**src/rtl/data_beat_packer.sv**
```systemverilog
// Packs RATIO narrow DSIZE beats into one word; the word appears one cycle after its completing beat is accepted.
// Backpressure: input is stalled only while a word is held and downstream is not ready. Define DATA_BEAT_PACKER_LAST_EN to let from_up_last close short words.
module data_beat_packer #(
    parameter int DSIZE = 8,
    parameter int RATIO = 4
) (
    input  logic                     clock,
    input  logic                     rst,
    input  logic                     from_up_vld,
    input  logic [DSIZE-1:0]         from_up_data,
    input  logic                     from_up_last,
    output logic                     to_up_ready,
    input  logic                     from_down_ready,
    output logic                     to_down_vld,
    output logic [DSIZE*RATIO-1:0]   to_down_data,
    output logic [RATIO-1:0]         to_down_keep,
    output logic                     to_down_last
);

    localparam int CW = $clog2(RATIO);
    localparam logic [CW-1:0] LAST_SLOT = CW'(RATIO - 1);

    logic [CW-1:0]          cnt_q,  cnt_d;
    logic [DSIZE*RATIO-1:0] acc_q,  acc_d;
    logic                   vld_q,  vld_d;
    logic [DSIZE*RATIO-1:0] data_q, data_d;
    logic [RATIO-1:0]       keep_q, keep_d;
    logic                   last_q, last_d;

    logic                   last_in;
    logic                   accept;
    logic                   complete;
    logic [DSIZE*RATIO-1:0] acc_with_beat;
    logic [RATIO-1:0]       keep_mask;

`ifdef DATA_BEAT_PACKER_LAST_EN
    assign last_in = from_up_last;
`else
    // Port stays on the interface but has no effect in this build.
    assign last_in = from_up_last & 1'b0;
`endif

    assign to_up_ready = !rst && (!vld_q || from_down_ready);
    assign accept      = from_up_vld && to_up_ready;
    assign complete    = accept && ((cnt_q == LAST_SLOT) || last_in);

    always_comb begin
        acc_with_beat = acc_q;
        keep_mask     = '0;
        for (int i = 0; i < RATIO; i++) begin
            if (CW'(i) == cnt_q) begin
                acc_with_beat[i*DSIZE +: DSIZE] = from_up_data;
            end
            keep_mask[i] = (CW'(i) <= cnt_q);
        end
    end

    always_comb begin
        cnt_d  = cnt_q;
        acc_d  = acc_q;
        vld_d  = vld_q;
        data_d = data_q;
        keep_d = keep_q;
        last_d = last_q;

        if (vld_q && from_down_ready) begin
            vld_d = 1'b0;
        end

        if (complete) begin
            // Accumulator is zero above cnt, so unused slots leave as zero.
            data_d = acc_with_beat;
            keep_d = keep_mask;
            last_d = last_in;
            vld_d  = 1'b1;
            acc_d  = '0;
            cnt_d  = '0;
        end else if (accept) begin
            acc_d  = acc_with_beat;
            cnt_d  = cnt_q + CW'(1);
        end
    end

    always_ff @(posedge clock) begin
        if (rst) begin
            cnt_q  <= '0;
            acc_q  <= '0;
            vld_q  <= 1'b0;
            data_q <= '0;
            keep_q <= '0;
            last_q <= 1'b0;
        end else begin
            cnt_q  <= cnt_d;
            acc_q  <= acc_d;
            vld_q  <= vld_d;
            data_q <= data_d;
            keep_q <= keep_d;
            last_q <= last_d;
        end
    end

    assign to_down_vld  = vld_q;
    assign to_down_data = data_q;
    assign to_down_keep = keep_q;
    assign to_down_last = last_q;

endmodule

```
**config.mk**
```make
export PLATFORM = sky130hd
export DESIGN_NAME = data_beat_packer
export DESIGN_NICKNAME = d
export VERILOG_FILES = /design/src/rtl/data_beat_packer.sv
export SDC_FILE = /design/constraint.sdc
export NUM_CORES = 1
export LEC_CHECK = 0
export ABC_AREA = 1
export BUFFER_PORTS_ARGS = -buffer_cell sky130_fd_sc_hd__clkbuf_2
export CAP_MARGIN = 20
export CORE_ASPECT_RATIO = 0.5
export CORE_MARGIN = 2
export CORE_UTILIZATION = 59
export CTS_BUF_LIST = sky130_fd_sc_hd__clkbuf_16
export DETAILED_ROUTE_END_ITERATION = 10
export GPL_TIMING_DRIVEN = 0
export PLACE_DENSITY = 0.93
export SETUP_SLACK_MARGIN = 0.05
export SYNTH_ARGS = -nofsm -noshare
export SYNTH_HDL_FRONTEND = slang
export SYNTH_SLANG_ARGS = --single-unit
```
**constraint.sdc**
```tcl
create_clock -name clock -period 2.58 [get_ports clock]
set_clock_uncertainty 0.15 [all_clocks]
set_input_delay 0.129 -clock clock [delete_from_list [all_inputs] [get_ports clock]]
set_output_delay 0.129 -clock clock [all_outputs]
set_load 0.005 [all_outputs]
```
* After elaboration in Yosys (flattened, before gate mapping)
Index checks and enable logic that the tools add are counted.
Storage, ports and cells: bits in registers 71, bits of input ports 13
Operators by class: reduce and logical (&&, ||, !) cells 10, $add $sub $neg 1, mux-type cells 6, order comparisons 4, eq/ne operators 4
Operator list (count):
- two-way mux 8 bit | 4
- == test 2 bit, first input constant | 2
- less-or-equal comparator 1 x 2 -> 1 bit, first input constant | 2
- less-or-equal comparator 2 bit, first input constant | 2
- logical AND 1 bit | 4
- adder 2 x 1 -> 2 bit, second input constant | 1
- == test 1 x 2 -> 1 bit, first input constant | 1
- == test 2 bit, second input constant | 1
- logical NOT 1 bit | 2
- logical NOT 2 bit | 1
- two-way mux 1 bit | 2
- nonzero test 2 bit | 1
- OR reduction 2 bit | 1
- logical OR 1 bit | 1

* Logic depth before layout (Yosys ltp)
Gate-level depths: netlist of run 1.
depth in word-level cells 6, gate-level depth with buffers 8

* Least setup slack after synthesis of run 1
Ideal clock, no wire load.
path type register -> register, start point register cnt_q[0], end point register acc_q[23], stages on the path, launching flop included 7, path slack 1.075 ns, arrival 1.289 ns, period minus slack after synthesis 1.505 ns, required time 2.364 ns, library setup time 0.066 ns, path through dfxtp_1 inv_1 ha_1 buf_2 o21ai_0 nand3_1 a21oi_2
On the way: word-level cells in the longest chain between the ends 3
Ends and longest elaborated chain:
- start, declared | RTL line 23 | logic [CW-1:0] cnt_q, cnt_d;
- start signal, assigned | RTL line 93 | cnt_q <= cnt_d;
- == test 2 bit | RTL line 45 | assign complete = accept && ((cnt_q == LAST_SLOT) || last_in);
- logical AND 1 bit | RTL line 45
- OR reduction 2 bit (no line)
- end signal, assigned | RTL line 87 | acc_q <= '0;
- end signal, assigned | RTL line 94 | acc_q <= acc_d;
- end, declared | RTL line 24 | logic [DSIZE*RATIO-1:0] acc_q, acc_d;
Parallel ways exist; a longest one is shown, timed or not. A chain may end at the register's enable or synchronous reset.

* Final worst setup path of run 1
start point register cnt_q[0], end point register acc_q[3]
Same word-level chain as after synthesis.

==> flow_summary.yaml, run 1 <==
status:
  status: "complete, no violations"
placement:
  pre_cts_slack_ns: 0.7941
  port_buffers: 47
  place_inst: 500
  post_dp_cell_area_um2: 3164
  dp_hpwl_um: 4574
  gp_congestion: 0.8613
critical_path:
  r2r_slack_ns: 0.62
  worstPathArrival_ns: 2.06
  crit_path_start_kind: "register"
  critPathMaxFanout: 10
  endpoint_kind: "register"
  worstReg2RegStart: "cnt_q[0]$_SDFFE_PP0P_"
  r2r_cells: 7
  worstSetupPathType: "reg2reg"
  worstReg2RegEnd: "acc_q[3]$_SDFFE_PP0P_"
  worstPathRequired_ns: 2.68
synthesis:
  yosys_warnings: 0
  syn_avg_cell_area_um2: 7.355
  synth_compound_area_share_pct: 11.56
  yosysTopAreaCellShare_pct: 44.31
  synthSimpleGateAreaFrac_pct: 27.65
  yosysTopAreaCell: "dfxtp_1"
  ys_top_cells_by_area: "dfxtp_1 (44%), nand2_1 (16%), inv_1 (6.3%)"
  syn_area_um2: 2846
  synth.area.mux_share_pct: 0
  synthDistinctLibCells: 27
  synth-seq-cells: 63
  synth_top_family_by_area: "simple AND/OR/NAND/NOR gates"
  synth_xor_area_share_pct: 0.3077
  synthesis.nets: 405
  synthAdderAreaFrac_pct: 2.198
  ys_seq_area_share_pct: 44.31
  syn_inst: 387
timing:
  relSlewSlack_pct: 64.90
  finalSetupTns_ns: 0
  timing.fmax_mhz: 510.7
  finalSetupViolations: 0
  tightest_slew_ns: 0.5210
  hold_ws_ns: 0.02326
  rsz0062_at_grt: "false"
  layout_setup_ws_ns: 0.6218
  hold_viol_final: 0
  period_needed_ns: 1.958
  min_period_over_period_pct: 75.90
  final_max_slew_viol_count: 0
finish:
  diodes: 0
  num-nets-final: 471
  mostFrequentLayoutCell: "nand2_1"
  area_growth_pct: 26.68
  final_core_util_pct: 79.97
  layout_common_cells: "nand2_1 (125), dfxtp_1 (63), inv_1 (49)"
  finalNonFillerCells: 524
  drive_gt1_share_pct: 22.49
  design_area_um2: 3606
hold_path:
  min-delay-start: "from_up_vld"
  min_to: "acc_q[2]$_SDFFE_PP0P_"
  min_path_cells: 3
  hp-class: "in2reg"
clock_tree:
  cts_max_level: 3
  cts.clk_slew.worst_paths_ns: 0.05
  clk_path_buf_depth: 2
  cts_resized: 0
  cts_made_buffers: 9
  insertion_delay_ns: 0.33
  clock-root-buffer: "clkbuf_16"
  cts_tree: "yes"
  cts.sinks: 63
floorplan:
  dieArea_um2: 5430
  rows: 17
  core-area_um2: 4509
  initial_utilization_pct: 63.12
  ios: 52
  dieWidth_um: 102.2
  die_h_um: 53.12
power_and_ir_drop:
  p_leak_nw: 1.677
  pwr_density_cell_nw_per_um2: 733.5
  ir_drop_mv: 0.4240
  total_power_mw: 2.645
grt:
  first_global_vias: 2520
  grt_max_degree: 12
  antenna_found_initial: 0
  grt_pass1_wl_um: 11610
  grt_overflow: 0
  grt_use_total_pct: 28.88
routing:
  wl_per_cell_um: 14.24
  drtIter0Drc: 291
  ant_nets: 0
  finalWirelength_um: 7464
  drtPass1Iterations: 5
  viasPerCell: 5.246
  vias: 2749
  drc: 0
job:
  cap_violations: 0
[report_power, final]
group | leakage (nW) | total (mW) | switching (mW) | internal (mW)
clock | 0.177 | 1.46 | 0.421 | 1.03
combinational | 0.991 | 0.192 | 0.125 | 0.0670
sequential | 0.509 | 0.997 | 0.00967 | 0.988
total | 1.68 | 2.64 | 0.555 | 2.09
[worst max-delay path, cell delays in order (launching register included)]
cell     delay (ns)
dfxtp_1        0.35
inv_1          0.14
ha_1           0.32
buf_2          0.27
nand2_1        0.08
o21ai_0        0.21
nand3_1        0.17
a21oi_1        0.18
[timing repair]
item                                   in CTS  in global routing
hold buffers                                8                  0
buffers inserted                            0                  0
endpoints found under the hold margin      12                  0
[registers in the layout, summed over array words and instances, names as in the netlist]
signal,cells
acc_q,24
cnt_q,2
to_down_data,32
to_down_keep,4
to_down_vld,1
[Yosys cell counts (all sizes together)]
cell type / count
a21oi: 26
buf: 21
clkbuf: 2
conb: 1
dfxtp: 63
ha: 5
inv: 51
nand2: 136
nand3: 26
nand4: 1
nor2: 21
o21a: 2
o21ai: 24
o21bai: 6
or2: 1
xor2: 1
[worst max-delay path by stage]
| stage | start | cells past startpoint | end | slack [ns] |
|---|---|---|---|---|
| after detailed placement | cnt_q[1]$_SDFFE_PP0P_ | 6 | acc_q[10]$_SDFFE_PP0P_ | 0.79 |
| after global placement | cnt_q[1]$_SDFFE_PP0P_ | 6 | acc_q[10]$_SDFFE_PP0P_ | 0.86 |
| final | cnt_q[0]$_SDFFE_PP0P_ | 7 | acc_q[3]$_SDFFE_PP0P_ | 0.62 |
| after global routing | cnt_q[0]$_SDFFE_PP0P_ | 7 | acc_q[3]$_SDFFE_PP0P_ | 0.56 |
| after floorplan | cnt_q[0]$_SDFFE_PP0P_ | 6 | acc_q[23]$_SDFFE_PP0P_ | 1.07 |
| after CTS | cnt_q[0]$_SDFFE_PP0P_ | 7 | acc_q[0]$_SDFFE_PP0P_ | 0.75 |
[cell families after synthesis]
| logic type | Yosys count |
|---|---|
| simple gates | 185 |
| compound gates | 58 |
| fa+ha+maj | 5 |
| flops | 63 |
| other cells | 1 |
| xor+xnor | 1 |
| buf+inv | 74 |
[metal layers]
layer  global-route usage [%]  wire length, um  up-vias
li1                         -                -     1323
met1                    38.19             3467     1231
met2                    44.30             3064      163
met3                    7.266              709       32
met4                    14.44              223        0
met5                        0                0        -
[cell type report]
cell class	instances	area, um2
repair buffers	55	315.3
clock buffers	9	225.2
well taps	66	82.58
multi-input cells	250	1191
inverters	51	198.9
flip-flops and latches	63	1261
clock inverters	7	136.4
plain buffers	23	195.2
fillers	289	903.4
Note: power is estimated with default switching activity, not from simulation.
==> inputs of run 2 (changes only) <==
--- a/config.mk
+++ b/config.mk
@@ -10,11 +10,11 @@
 export CAP_MARGIN = 20
 export CORE_ASPECT_RATIO = 0.5
 export CORE_MARGIN = 2
-export CORE_UTILIZATION = 59
+export CORE_UTILIZATION = 55
 export CTS_BUF_LIST = sky130_fd_sc_hd__clkbuf_16
 export DETAILED_ROUTE_END_ITERATION = 10
 export GPL_TIMING_DRIVEN = 0
-export PLACE_DENSITY = 0.93
+export PLACE_DENSITY = 0.88
 export SETUP_SLACK_MARGIN = 0.05
 export SYNTH_ARGS = -nofsm -noshare
 export SYNTH_HDL_FRONTEND = slang
==> constraint.sdc (replaced) <==
create_clock -name clock -period 2 [get_ports clock]
set_clock_uncertainty 0.15 [all_clocks]
set_input_delay 0.1 -clock clock [delete_from_list [all_inputs] [get_ports clock]]
set_output_delay 0.1 -clock clock [all_outputs]
set_load 0.005 [all_outputs]
==> run 2 against run 1 <==
Effect of this change:
- fmax grew 7.4%
- die area grew 6.9%
- combinational power grew 26%
- critical path type unchanged
==> flow_summary.yaml, run 2 (same netlist as run 1, synthesis figures left out) <==
critical_path:
  crit_buf_inv: 2
  r2r_cells: 6
  worstReg2RegStart: "cnt_q[0]$_SDFFE_PP0P_"
  cp.depth: 6
  path_cells: "inv_1 > ha_1 > buf_2 > o21ai_0 > nand3_1 > a21oi_2"
  critPathMaxFanout: 10
  worstReg2RegEnd: "acc_q[23]$_SDFFE_PP0P_"
  worstSetupPathType: "reg2reg"
  cpMaxStageDelayCell: "dfxtp_1"
  max_stage_delay_ns: 0.39
  crit_path_start_kind: "register"
  endpoint_kind: "register"
  r2r_slack_ns: 0.18
  worstPathRequired_ns: 2.11
  crit_family: "compound AO/OA/AOI/OAI gates"
  worstPathArrival_ns: 1.94
clock_tree:
  cts_max_level: 3
  cts.clk_slew.worst_paths_ns: 0.05
  cts_setup_buffers: 0
  cts_tree: "yes"
  clock-root-buffer: "clkbuf_16"
  cts.sinks: 63
  cts_made_buffers: 9
  insertion_delay_ns: 0.33
  clk_path_buf_depth: 2
finish:
  drive_gt1_share_pct: 21.79
  largest_reg_flops: 32
  regArea_um2: 1261
  fillers: 398
  num-nets-final: 473
  multi_input_area_um2: 1191
  mostFrequentLayoutCell: "nand2_1"
  diodes: 0
  layout_common_cells: "nand2_1 (125), dfxtp_1 (63), inv_1 (48)"
  finalNonFillerCells: 529
  area_growth_pct: 25.45
grt:
  grt_util_met1_pct: 30.87
  met3_usage_pct: 10.24
  grt_util_met2_pct: 40.11
  grt_max_degree: 11
  first_global_vias: 2276
  grt_pass1_wl_um: 10700
  antenna_found_initial: 0
  top_usage_layer: "met2"
  grt_use_total_pct: 25.09
  grt_overflow: 0
floorplan:
  dieArea_um2: 5802
  ios: 52
  dieWidth_um: 105.7
  die_h_um: 54.87
  rows: 18
  initial_utilization_pct: 57.45
  core-area_um2: 4955
timing:
  finalSetupTns_ns: 0
  final_max_slew_viol_count: 0
  min_period_over_period_pct: 91.18
  period_needed_ns: 1.824
  hold_viol_final: 0
  timing.fmax_mhz: 548.3
  rsz0062_at_grt: "false"
  finalSetupViolations: 0
  hold_ws_ns: 0.04022
status:
  status: "complete, no violations"
routing:
  ant_nets: 0
  vias: 2622
  viasPerCell: 4.957
  drtPass1Iterations: 5
  wl_per_cell_um: 13.01
  drtIter0Drc: 255
  finalWirelength_um: 6882
  drc: 0
placement:
  gp_congestion: 0.8650
  place_inst: 504
  dp_hpwl_um: 4555
  port_buffers: 47
hold_path:
  hp-class: "in2reg"
  min_path_cells: 4
  min_to: "to_down_vld$_SDFFE_PP0P_"
  min-delay-start: "from_down_ready"
power_and_ir_drop:
  power_frac_seq_pct: 41.3
  p_sw_mw: 0.6825
  p_leak_nw: 1.656
  combPwrFrac_pct: 7.8
  p_int_mw: 2.430
  pwr_density_cell_nw_per_um2: 871.6
  ir_drop_mv: 0.6430
  pwr-share-clk_pct: 50.9
  p_sw_share_pct: 21.93
job:
  cap_violations: 0
-- run 2: through the flow --
stage	util, %	area (um2)	power, mW	worst slack, ns
after floorplan	-	2846	1.462	0.4948
after global placement	63.96	3169	1.524	0.2514
after global routing	72.07	3571	3.203	0.05480
final	72.07	3571	3.112	0.1763
after CTS	72.07	3571	3.111	0.1959
after detailed placement	63.96	3169	1.527	0.2266
-- run 2: final cells by class --
class / instances / area share (%)
timing repair buffer: 57 / 9.390
sequential: 63 / 35.32
clock buffer: 9 / 6.307
inverter: 51 / 5.571
buffer: 23 / 5.466
clock inverter: 6 / 2.137
multi-input combinational: 250 / 33.36
tap: 70 / 2.453
-- run 2: power groups by stage --
stage / Sequential (mW) / Combinational, mW / Clock (mW)
after global placement: 1.31 / 0.213 / 0
after detailed placement: 1.31 / 0.216 / 0
after global routing: 1.29 / 0.263 / 1.65
after CTS: 1.29 / 0.234 / 1.59
after floorplan: 1.31 / 0.152 / 0
final: 1.29 / 0.242 / 1.58
-- run 2: how the worst max path moves through the flow --
| stage | from | endpoint | slack [ns] |
|---|---|---|---|
| 2_1_floorplan | cnt_q[0]$_SDFFE_PP0P_ | acc_q[23]$_SDFFE_PP0P_ | 0.49 |
| 3_3_place_gp | cnt_q[1]$_SDFFE_PP0P_ | acc_q[10]$_SDFFE_PP0P_ | 0.25 |
| 3_5_place_dp | cnt_q[1]$_SDFFE_PP0P_ | acc_q[10]$_SDFFE_PP0P_ | 0.23 |
| 4_1_cts | cnt_q[0]$_SDFFE_PP0P_ | acc_q[22]$_SDFFE_PP0P_ | 0.20 |
| 5_1_grt | cnt_q[0]$_SDFFE_PP0P_ | acc_q[22]$_SDFFE_PP0P_ | 0.05 |
| 6_report | cnt_q[0]$_SDFFE_PP0P_ | acc_q[23]$_SDFFE_PP0P_ | 0.18 |
-- run 2: worst reg2reg max path: cells and delay by family (launching register included) --
| family | cells | cell delay [ns] |
|---|---|---|
| adders and majority gates | 1 | 0.31 |
| buffers and inverters | 2 | 0.32 |
| DFF | 1 | 0.39 |
| AOI/OAI and AO/OA | 2 | 0.45 |
| and+or+nand+nor | 1 | 0.15 |
-- run 2: metal layers --
layer	routed length [um]	vias up
li1	-	1326
met1	3177	1151
met2	2917	128
met3	662	17
met4	125	0
met5	0	-
-- run 2: repair_timing --
| item | 4_1_cts | 5_1_grt |
|---|---|---|
| resized for setup | 0 | 1 |
| hold buffers | 10 | 0 |
| hold endpoints to repair | 19 | 0 |
| endpoints found under the setup margin | 0 | 1 |
==> inputs of run 3 (changes only) <==
--- a/config.mk
+++ b/config.mk
@@ -10,11 +10,10 @@
 export CAP_MARGIN = 20
 export CORE_ASPECT_RATIO = 0.5
 export CORE_MARGIN = 2
-export CORE_UTILIZATION = 55
+export CORE_UTILIZATION = 30
 export CTS_BUF_LIST = sky130_fd_sc_hd__clkbuf_16
 export DETAILED_ROUTE_END_ITERATION = 10
-export GPL_TIMING_DRIVEN = 0
-export PLACE_DENSITY = 0.88
+export PLACE_DENSITY = 0.57
 export SETUP_SLACK_MARGIN = 0.05
 export SYNTH_ARGS = -nofsm -noshare
 export SYNTH_HDL_FRONTEND = slang
==> constraint.sdc (replaced) <==
create_clock -name clock -period 2 [get_ports clock]
set_clock_uncertainty 0.15 [all_clocks]
set_input_delay 0.1 -clock clock [delete_from_list [all_inputs] [get_ports clock]]
set_output_delay 0.1 -clock clock [all_outputs]
set_load 0.01 [all_outputs]
==> run 3 against run 2 <==
Effect of this change:
- non-clock buffer count shrank 17
- clock power shrank 6%
- critical path depth shrank 1
- hold slack lost 0.0083 ns
- first-iteration DRC count shrank 21%
- final cell count grew 6.2%
- largest power group unchanged
- global-route usage shrank 11 points
==> flow_summary.yaml, run 3 (same netlist as run 1, synthesis figures left out) <==
routing:
  dr_wl_met3_um: 430
  routed.top_layer: "met4"
  vias: 2386
  ant_nets: 0
  drc: 0
  drtIter0Drc: 202
  wl_met1_um: 3485
  viasPerCell: 4.246
  drtPass1Iterations: 4
  finalWirelength_um: 6739
  wl_per_cell_um: 11.99
  wl_met2_um: 2727
grt:
  antenna_found_initial: 0
  grt_use_total_pct: 13.74
  first_global_vias: 2176
  grt_overflow: 0
  grt_max_degree: 27
  grt_pass1_wl_um: 10960
clock_tree:
  clk_path_buf_depth: 2
  cts_tree: "yes"
  cts.sinks: 63
  insertion_delay_ns: 0.33
  cts_made_buffers: 9
  cts.clk_slew.worst_paths_ns: 0.06
  clock-root-buffer: "clkbuf_16"
  cts_setup_buffers: 0
  cts_max_level: 3
finish:
  layout_common_cells: "nand2_1 (125), dfxtp_1 (63), clkbuf_2 (49)"
  mostFrequentLayoutCell: "nand2_1"
  regArea_um2: 1261
  diodes: 0
  final_core_util_pct: 37.11
  multi_input_area_um2: 1196
  area_growth_pct: 21.54
  fillers: 996
  num-nets-final: 456
  drive_gt1_share_pct: 19.73
  largest_reg_flops: 32
power_and_ir_drop:
  combPwrFrac_pct: 7.1
  power_frac_seq_pct: 43.1
  p_sw_share_pct: 23.41
  p_leak_nw: 1.554
  ir_drop_mv: 0.3270
  pwr-share-clk_pct: 49.8
  p_int_mw: 2.284
  p_sw_mw: 0.6982
  total_power_mw: 2.983
  pwr_density_cell_nw_per_um2: 862.1
timing:
  min_period_over_period_pct: 91.00
  hold_ws_ns: 0.03189
  tightest_slew_ns: 0.5379
  final_max_slew_viol_count: 0
  layout_setup_ws_ns: 0.1799
  timing.fmax_mhz: 549.4
  rsz0062_at_grt: "false"
  finalSetupViolations: 0
  finalSetupTns_ns: 0
  relSlewSlack_pct: 64.14
  period_needed_ns: 1.820
  hold_viol_final: 0
hold_path:
  hp-class: "in2reg"
floorplan:
  core-area_um2: 9321
  dieArea_um2: 10330
  initial_utilization_pct: 30.54
  ios: 52
  dieWidth_um: 141.8
  rows: 25
  die_h_um: 72.88
placement:
  port_buffers: 49
  pre_cts_slack_ns: 0.2585
  gp_congestion: 0.7496
  dp_hpwl_um: 4576
critical_path:
  endpoint_kind: "output port"
  critPathMaxFanout: 10
  worstPathArrival_ns: 1.57
  crit_path_start_kind: "input port"
  worstSetupPathType: "in2out"
  worstPathRequired_ns: 1.75
job:
  cap_violations: 0
status:
  status: "complete, no violations"
-- run 3: changes by cell type in the layout (fill, tap and decap cells not counted), moves of 2 or more --
cell / previous run / this run
clkinv_1: 3 / 1
buf_6: 6 / 0
clkbuf_1: 2 / 0
buf_8: 2 / 0
buf_2: 8 / 0
clkbuf_2: 47 / 49
-- run 3: power by group through the flow --
stage | combinational, mW | clock (mW) | sequential, mW
floorplan | 0.153 | 0 | 1.31
global placement | 0.198 | 0 | 1.31
detailed placement | 0.199 | 0 | 1.31
CTS | 0.213 | 1.51 | 1.28
global route | 0.240 | 1.57 | 1.29
finish | 0.212 | 1.49 | 1.28
-- run 3: metal layers --
layer | vias to the layer above | track usage, %
li1 | 1289 | -
met1 | 1040 | 18.21
met2 | 46 | 20.60
met3 | 11 | 5.381
met4 | 0 | 4.667
met5 | - | 0
-- run 3: repair_timing --
item | 4_1_cts | 5_1_grt
gates resized for setup | 0 | 2
endpoints found under the hold margin | 9 | 0
setup endpoints to repair | 0 | 10
hold buffers | 9 | 0
-- run 3: worst paths after layout --
check,start,to,slack [ns],cells past startpoint
setup / recovery,rst,to_up_ready,0.18,5
hold reg to reg,to_down_data[29]$_SDFFE_PP0P_,to_down_data[29]$_SDFFE_PP0P_,0.29,2
setup reg to reg,cnt_q[0]$_SDFFE_PP0P_,acc_q[1]$_SDFFE_PP0P_,0.24,5
hold / removal,from_down_ready,to_down_vld$_SDFFE_PP0P_,0.03,4
-- run 3: area by class of cell --
cell class,instances,share of cell area [%]
Tap cell,121,4.376
Clock inverter,5,1.483
Clock buffer,9,6.510
Timing Repair Buffer,63,10.78
Multi-Input combinational cell,250,34.58
Inverter,51,5.823
Sequential cell,63,36.46
-- run 3: metrics by stage --
stage               cells  instance area (um2)
finish                562                 3460
global placement      539                 3085
detailed placement    539                 3085
floorplan             387                 2846
global route          562                 3460
CTS                   562                 3452
-- run 3: critical path: stages --
cell	delay (ns)
dlygate4sd3_1	0.54
clkbuf_2	0.22
a21oi_4	0.32
buf_4	0.24
clkbuf_2	0.15
